**src/rtl/sw_operand_entry.sv**
```systemverilog
// sw_operand_entry: button debounce, operand capture FSM and LED mux drive.
// Optional undo path built when SW_ENTRY_UNDO_EN is defined.
module sw_operand_entry #(
  parameter int DEBOUNCE_CYCLES = 500000,
  parameter int WIDTH           = 16
) (
  input  logic             clk,
  input  logic             rst_n,
  input  logic [WIDTH-1:0] sw,
  input  logic             btn_enter,
  input  logic             btn_undo,
  input  logic [WIDTH-1:0] result,
  output logic [WIDTH-1:0] op_a,
  output logic [WIDTH-1:0] op_b,
  output logic [3:0]       op_code,
  output logic             op_valid,
  output logic [1:0]       sel,
  output logic [WIDTH-1:0] data0,
  output logic [WIDTH-1:0] data1,
  output logic [1:0]       state_dbg
);

  localparam int CW = $clog2(DEBOUNCE_CYCLES);
  localparam logic [CW-1:0] CMAX = CW'(DEBOUNCE_CYCLES - 1);

  typedef enum logic [1:0] {
    S_A    = 2'b00,
    S_B    = 2'b01,
    S_OP   = 2'b10,
    S_SHOW = 2'b11
  } state_t;

  state_t state;

  logic [WIDTH-1:0] sw_s1;
  logic [WIDTH-1:0] sw_sync;
  logic             ent_s1;
  logic             ent_sync;
  logic             ent_stable;
  logic [CW-1:0]    ent_cnt;
  logic             enter_p;

  // two-flop synchronisers for switches and Enter
  always_ff @(posedge clk or negedge rst_n) begin
    if (!rst_n) begin
      sw_s1    <= '0;
      sw_sync  <= '0;
      ent_s1   <= 1'b0;
      ent_sync <= 1'b0;
    end else begin
      sw_s1    <= sw;
      sw_sync  <= sw_s1;
      ent_s1   <= btn_enter;
      ent_sync <= ent_s1;
    end
  end

  // Enter debounce: accept a new level after CMAX+1 stable cycles
  always_ff @(posedge clk or negedge rst_n) begin
    if (!rst_n) begin
      ent_cnt    <= '0;
      ent_stable <= 1'b0;
    end else if (ent_sync == ent_stable) begin
      ent_cnt <= '0;
    end else if (ent_cnt == CMAX) begin
      ent_cnt    <= '0;
      ent_stable <= ent_sync;
    end else begin
      ent_cnt <= ent_cnt + 1'b1;
    end
  end

  assign enter_p = ent_sync & ~ent_stable & (ent_cnt == CMAX);

`ifdef SW_ENTRY_UNDO_EN
  logic          und_s1;
  logic          und_sync;
  logic          und_stable;
  logic [CW-1:0] und_cnt;
  logic          undo_p;

  // Undo synchroniser and debounce, same scheme as Enter
  always_ff @(posedge clk or negedge rst_n) begin
    if (!rst_n) begin
      und_s1     <= 1'b0;
      und_sync   <= 1'b0;
      und_cnt    <= '0;
      und_stable <= 1'b0;
    end else begin
      und_s1   <= btn_undo;
      und_sync <= und_s1;
      if (und_sync == und_stable) begin
        und_cnt <= '0;
      end else if (und_cnt == CMAX) begin
        und_cnt    <= '0;
        und_stable <= und_sync;
      end else begin
        und_cnt <= und_cnt + 1'b1;
      end
    end
  end

  assign undo_p = und_sync & ~und_stable & (und_cnt == CMAX);
`else
  logic unused_undo;
  assign unused_undo = btn_undo;
`endif

  // entry sequencer with registered operand and display outputs
  always_ff @(posedge clk or negedge rst_n) begin
    if (!rst_n) begin
      state    <= S_A;
      op_a     <= '0;
      op_b     <= '0;
      op_code  <= '0;
      op_valid <= 1'b0;
      sel      <= 2'b00;
      data0    <= '0;
      data1    <= '0;
    end else begin
      op_valid <= 1'b0;
      if (enter_p) begin
        unique case (state)
          S_A: begin
            op_a  <= sw_sync;
            state <= S_B;
          end
          S_B: begin
            op_b  <= sw_sync;
            state <= S_OP;
          end
          S_OP: begin
            op_code  <= sw_sync[3:0];
            op_valid <= 1'b1;
            state    <= S_SHOW;
          end
          S_SHOW: state <= S_A;
        endcase
      end
`ifdef SW_ENTRY_UNDO_EN
      else if (undo_p) begin
        unique case (state)
          S_A:    state <= S_A;
          S_B:    state <= S_A;
          S_OP:   state <= S_B;
          S_SHOW: state <= S_OP;
        endcase
      end
`endif
      unique case (state)
        S_A, S_B: begin
          sel   <= 2'b00;
          data0 <= sw_sync;
        end
        S_OP: begin
          sel   <= 2'b01;
          data1 <= {{(WIDTH-4){1'b0}}, sw_sync[3:0]};
        end
        S_SHOW: begin
          sel   <= 2'b10;
          data1 <= result;
        end
      endcase
    end
  end

  assign state_dbg = state;

endmodule

```
**config.mk**
```make
export PLATFORM = sky130hd
export DESIGN_NAME = sw_operand_entry
export DESIGN_NICKNAME = d
export VERILOG_FILES = /design/src/rtl/sw_operand_entry.sv
export SDC_FILE = /design/constraint.sdc
export NUM_CORES = 1
export LEC_CHECK = 0
export ABC_AREA = 1
export CORE_UTILIZATION = 50
export CTS_BUF_LIST = sky130_fd_sc_hd__clkbuf_8
export DETAILED_ROUTE_END_ITERATION = 8
export PLACE_DENSITY = 0.76
export SLEW_MARGIN = 20
export SYNTH_ARGS = -nofsm -noshare
export SYNTH_HDL_FRONTEND = slang
export SYNTH_SLANG_ARGS = --single-unit
```
**constraint.sdc**
```tcl
create_clock -name clk -period 5.19 [get_ports clk]
set_clock_uncertainty 0.05 [all_clocks]
set_input_delay 0.7785 -clock clk [delete_from_list [all_inputs] [get_ports clk]]
set_output_delay 0.7785 -clock clk [all_outputs]
set_load 0.01 [all_outputs]
```
# [Word level (Yosys, flattened, before mapping)]
# Index checks and enable logic that the tools add are counted.
[totals] output_inout_bits=73 ff_bits=127 elab_cells=38
[op_classes] n_reduce_logical=7 bitwise_logic=4 n_eq_ne=5 n_mux=7 n_addsub=1
[ops] op="two-way mux 19 bit" n=2
[ops] op="case mux 16 bit (2 select lines)" n=1
[ops] op="adder 19 x 1 -> 19 bit (second input constant)" n=1
[ops] op="equality test 19 bit (second input constant)" n=1
[ops] op="case mux 2 bit (4 select lines)" n=1
[ops] op="AND reduction 2 bit" n=4
[ops] op="case mux 2 bit (3 select lines)" n=1
[ops] op="equality test 2 bit (second input constant)" n=2
[ops] op="bitwise AND 1 bit" n=2
[ops] op="equality test 2 x 1 -> 1 bit (second input constant)" n=1
[ops] op="logical NOT 2 bit" n=1
[ops] op="two-way mux 1 bit" n=2
[ops] op="NOT 1 bit" n=2
[ops] op="nonzero test 2 bit" n=1
[ops] op="OR reduction 2 bit" n=1
[ops] op="equality test 1 bit" n=1

# [Logic depth before layout (Yosys ltp)]
[logic_depth] word_depth=4 depth_mapped=9

# [Worst setup path after synthesis]
# No wires, ideal clock.
[synth_path] kind="register to register" from="register state[0] (netlist: state_dbg[0])" to="register data0[10]" t_required_ns=5.015 n_path_buf=2 path_stages_with_launch=7 arrival_time_ns=1.703 path_slack_ns=3.312 setup_time_ns=0.125 path_cell_list="dfrtp_1 -> inv_1 -> ha_1 -> buf_2 -> nor2_2 -> buf_2 -> mux2_2"
[synth_via] elab_chain_cells=2 elab_cells_between_ends=3 classes_between="eq/ne: 1; reduce/logical: 2"
[synth_rtl] element="start: declaration" line_no="33" rtl="state_t state;"
[synth_rtl] element="start signal: assignment" line_no="112" rtl="state <= S_A;"
[synth_rtl] element="start signal: assignment" line_no="126" rtl="state <= S_B;"
[synth_rtl] element="start signal: assignment" line_no="130" rtl="state <= S_OP;"
[synth_rtl] element="equality test 2 x 1 -> 1 bit / logical NOT 2 bit (equally long branches)" line_no="150" rtl="unique case (state)"
[synth_rtl] element="OR reduction 2 bit (*)" line_no="150"
[synth_rtl] element="end signal: assignment" line_no="153" rtl="data0 <= sw_sync;"
[synth_rtl] element="end: declaration" line_no="18" rtl="output logic [WIDTH-1:0] data0,"
# Mark *: on every way between the ends. The rest lies on a longest branch, timed or not.
# A chain may end at the register's enable or synchronous reset.

# [Worst setup path in the final report]
[layout_path] from="register state[1] (netlist: state_dbg[1])" to="register data0[2]"
# Same word-level chain as after synthesis.

==> results.txt <==
Largest delay share family, worst path: simple AND/OR/NAND/NOR gates
Cts hold-fix bufs: 0
RSZ-0062 raised after global routing: no
Slowest stage delay, CP: 0.79 ns
Syn Area/Cell: 10.66 µm²
Min Tclk post-route: 2.366 ns
Share of cells above drive strength 1: 10.87%
Overall routing resource usage: 21.97%
Total global routing overflow: 0
DRT iter0 DRCs: 139
Synthesized netlist cell count: 468
Worst path slowest cell: nor2_2
Worst Tran Pin Value: 1.051 ns
Worst-path maximum fanout: 18
Max-slew violation count: 0
Final period utilization: 45.59%
Gpl congestion: 0.7944
Drt via density: 5.044
Post-CTS setup buffer count: 0
Vias in the first global route: 3578
Worst-path cell chain: inv_1 > ha_1 > nor2_2 > mux2_2
Area taken by multi-input logic gates: 1590 µm²
Sequential cell area: 3178 µm²
Seq/Total Area, Yosys: 63.72%
CTS buffer count: 17
Status: finished clean
Row count: 36
Post-route ant nets: 0
Fin Hold WS: 0.3031 ns
Seq cells post-synth: 127
PD cells: 299.0 nW/µm²
Worst relative slew slack: 29.66%
Fillers: 766
Post-DP HPWL: 7.469 mm
Required @ worst endpoint: 5.45 ns
Drc violations: 0
Worst path arrival time: 2.63 ns
Final wirelength: 10.74 mm
Setup total negative slack: 0 ns
CTS resizes: 0
Wire length per cell: 14.88 µm
Die Wd: 101.9 µm
Root buffer cell: clkbuf_8
Initial core utilization: 51.26%
Worst Path Buf+Inv: 1
Reg clk slew, reported paths: 0.08 ns
Post-Syn Area: 4987 µm²
Port Buffers: 107
Die area: 10380 µm²
Fmax achieved: 0.4226 GHz
Max IR drop VDD: 0.1736 mV
CP endpoint kind: flip-flop
CTS tree: built
Max Cap Viol: 0
Place WS: 2.835 ns
Number of diodes: 0
Sink Count: 127
Via count: 3642
Final hold violations: 0
DP Cell Count: 690
Hold Crit Class: reg2reg
CTS H-tree lvls: 4
Synthesis-to-layout area growth: 30.83%
LEAKAGE: 3.029 nW
Die Y-Extent: 101.9 µm
Total power: 0.001951 W
Finished Layout Cells: 722
Global-route wire length before repair: 17.16 mm
Setup ws final: 2.824 ns
Clk buf depth: 2
Antenna violations before repair: 0
Unique masters post-synth: 25
Net Count, Synth: 510
Fin nets: 618
Core box area: 9729 µm²
Worst skew pair latency: 0.43 ns
Yosys warning total: 0
# setup viols final: 0
IO Count: 109
Detailed Routing Iterations Pass 1: 4
CP Launch Type: flip-flop
Crit path kind: reg2reg
Largest net degree at the start of global routing: 70
==> synthesized netlist by cell type <==
cell type | number | area (µm²)
nor3b_2 | 1 | 12.51
o21ai_0 | 3 | 15.01
mux2_2 | 16 | 180.2
nand4_1 | 37 | 231.5
buf_2 | 4 | 20.02
nand3_4 | 2 | 35.03
buf_4 | 3 | 22.52
nor2_2 | 3 | 18.77
inv_2 | 1 | 3.750
ha_1 | 6 | 75.07
nand2_1 | 126 | 473.0
buf_6 | 3 | 33.78
a21oi_1 | 4 | 20.02
a22o_1 | 12 | 105.1
xor2_1 | 6 | 52.55
nor3_1 | 6 | 30.03
nand3_1 | 16 | 80.08
nor2_8 | 1 | 20.02
nand3_2 | 4 | 40.04
nor2_1 | 47 | 176.4
inv_1 | 26 | 97.59
xnor2_1 | 2 | 17.52
clkbuf_1 | 11 | 41.29
nor3b_1 | 1 | 7.510
dfrtp_1 | 127 | 3178
==> logic make-up after synthesis <==
family | after synthesis | share of synthesized area [%]
and+or+nand+nor | 244 | 22.55
DFF | 127 | 63.72
buffers and inverters | 48 | 4.390
AOI/OAI and AO/OA | 19 | 2.810
muxes | 16 | 3.613
xor gates and xnor gates | 8 | 1.405
adders and majority gates | 6 | 1.505
==> worst register-to-register path, stage by stage, from the launching register on <==
cell and delay (ns):
dfrtp_1 0.44, inv_1 0.11, ha_1 0.45, nor2_2 0.79
mux2_2 0.42
==> path summary, 6_finish.rpt <==
path                               from         end  slack, ns  cells past startpoint
min reg2reg                    sw_s1[8]  sw_sync[8]       0.30                      0
max                        state_dbg[1]    data0[2]       2.82                      4
min in group asynchronous         rst_n   data1[12]       0.42                      2
min                            sw_s1[8]  sw_sync[8]       0.30                      0
max in group asynchronous         rst_n    sw_s1[9]       4.06                      2
max reg2reg                state_dbg[1]    data0[2]       2.82                      4
==> metrics by stage <==
step,utilization [%],cell area (µm²)
CTS,67.07,6525
floorplan,-,4987
detailed placement,62.98,6127
global placement,62.98,6127
global route,67.07,6525
finish,67.07,6525
==> where the power goes <==
| group | switching (W) | internal, W | total, W |
|---|---|---|---|
| registers | 0.0000158 | 0.00101 | 0.00103 |
| logic | 0.0000394 | 0.0000414 | 0.0000808 |
| clock network | 0.000443 | 0.000402 | 0.000844 |
| total | 0.000498 | 0.00145 | 0.00195 |
==> routing by layer <==
layer	vias up	track usage [%]	wire length, µm	share of wire, %
met3	7	6.430	748	7.0
met5	-	0	0	0
met1	1761	28.09	4595	43
li1	1762	-	-	-
met2	112	36.90	5298	49
met4	0	5.934	99	0.92
==> cell usage in the layout (no fill, tap or decap), types with 7 or more instances in the layout <==
master,instances
a22o_1,12
clkbuf_8,17
clkdlybuf4s50_1,106
dfrtp_1,127
inv_1,26
inv_6,7
mux2_2,16
nand2_1,126
nand3_1,16
nand4_1,37
nor2_1,47
==> state kept, by name, summed over array words and instances (netlist names) <==
register	cells
ent_cnt	19
data0	16
data1	16
op_a	16
op_b	16
sw_s1	16
sw_sync	16
op_code	4
sel	2
state_dbg	2
ent_s1	1
ent_stable	1
ent_sync	1
op_valid	1
==> layout make-up <==
cell class              instances  area share (%)
well taps                     133           2.550
multi-input cells             293           24.37
clock buffers                  17           3.586
clock inverters                15           2.512
inverters                      27           1.553
flip-flops and latches        127           48.71
repair buffers                110           16.72
No activity file was read; power rests on OpenSTA's default activity.
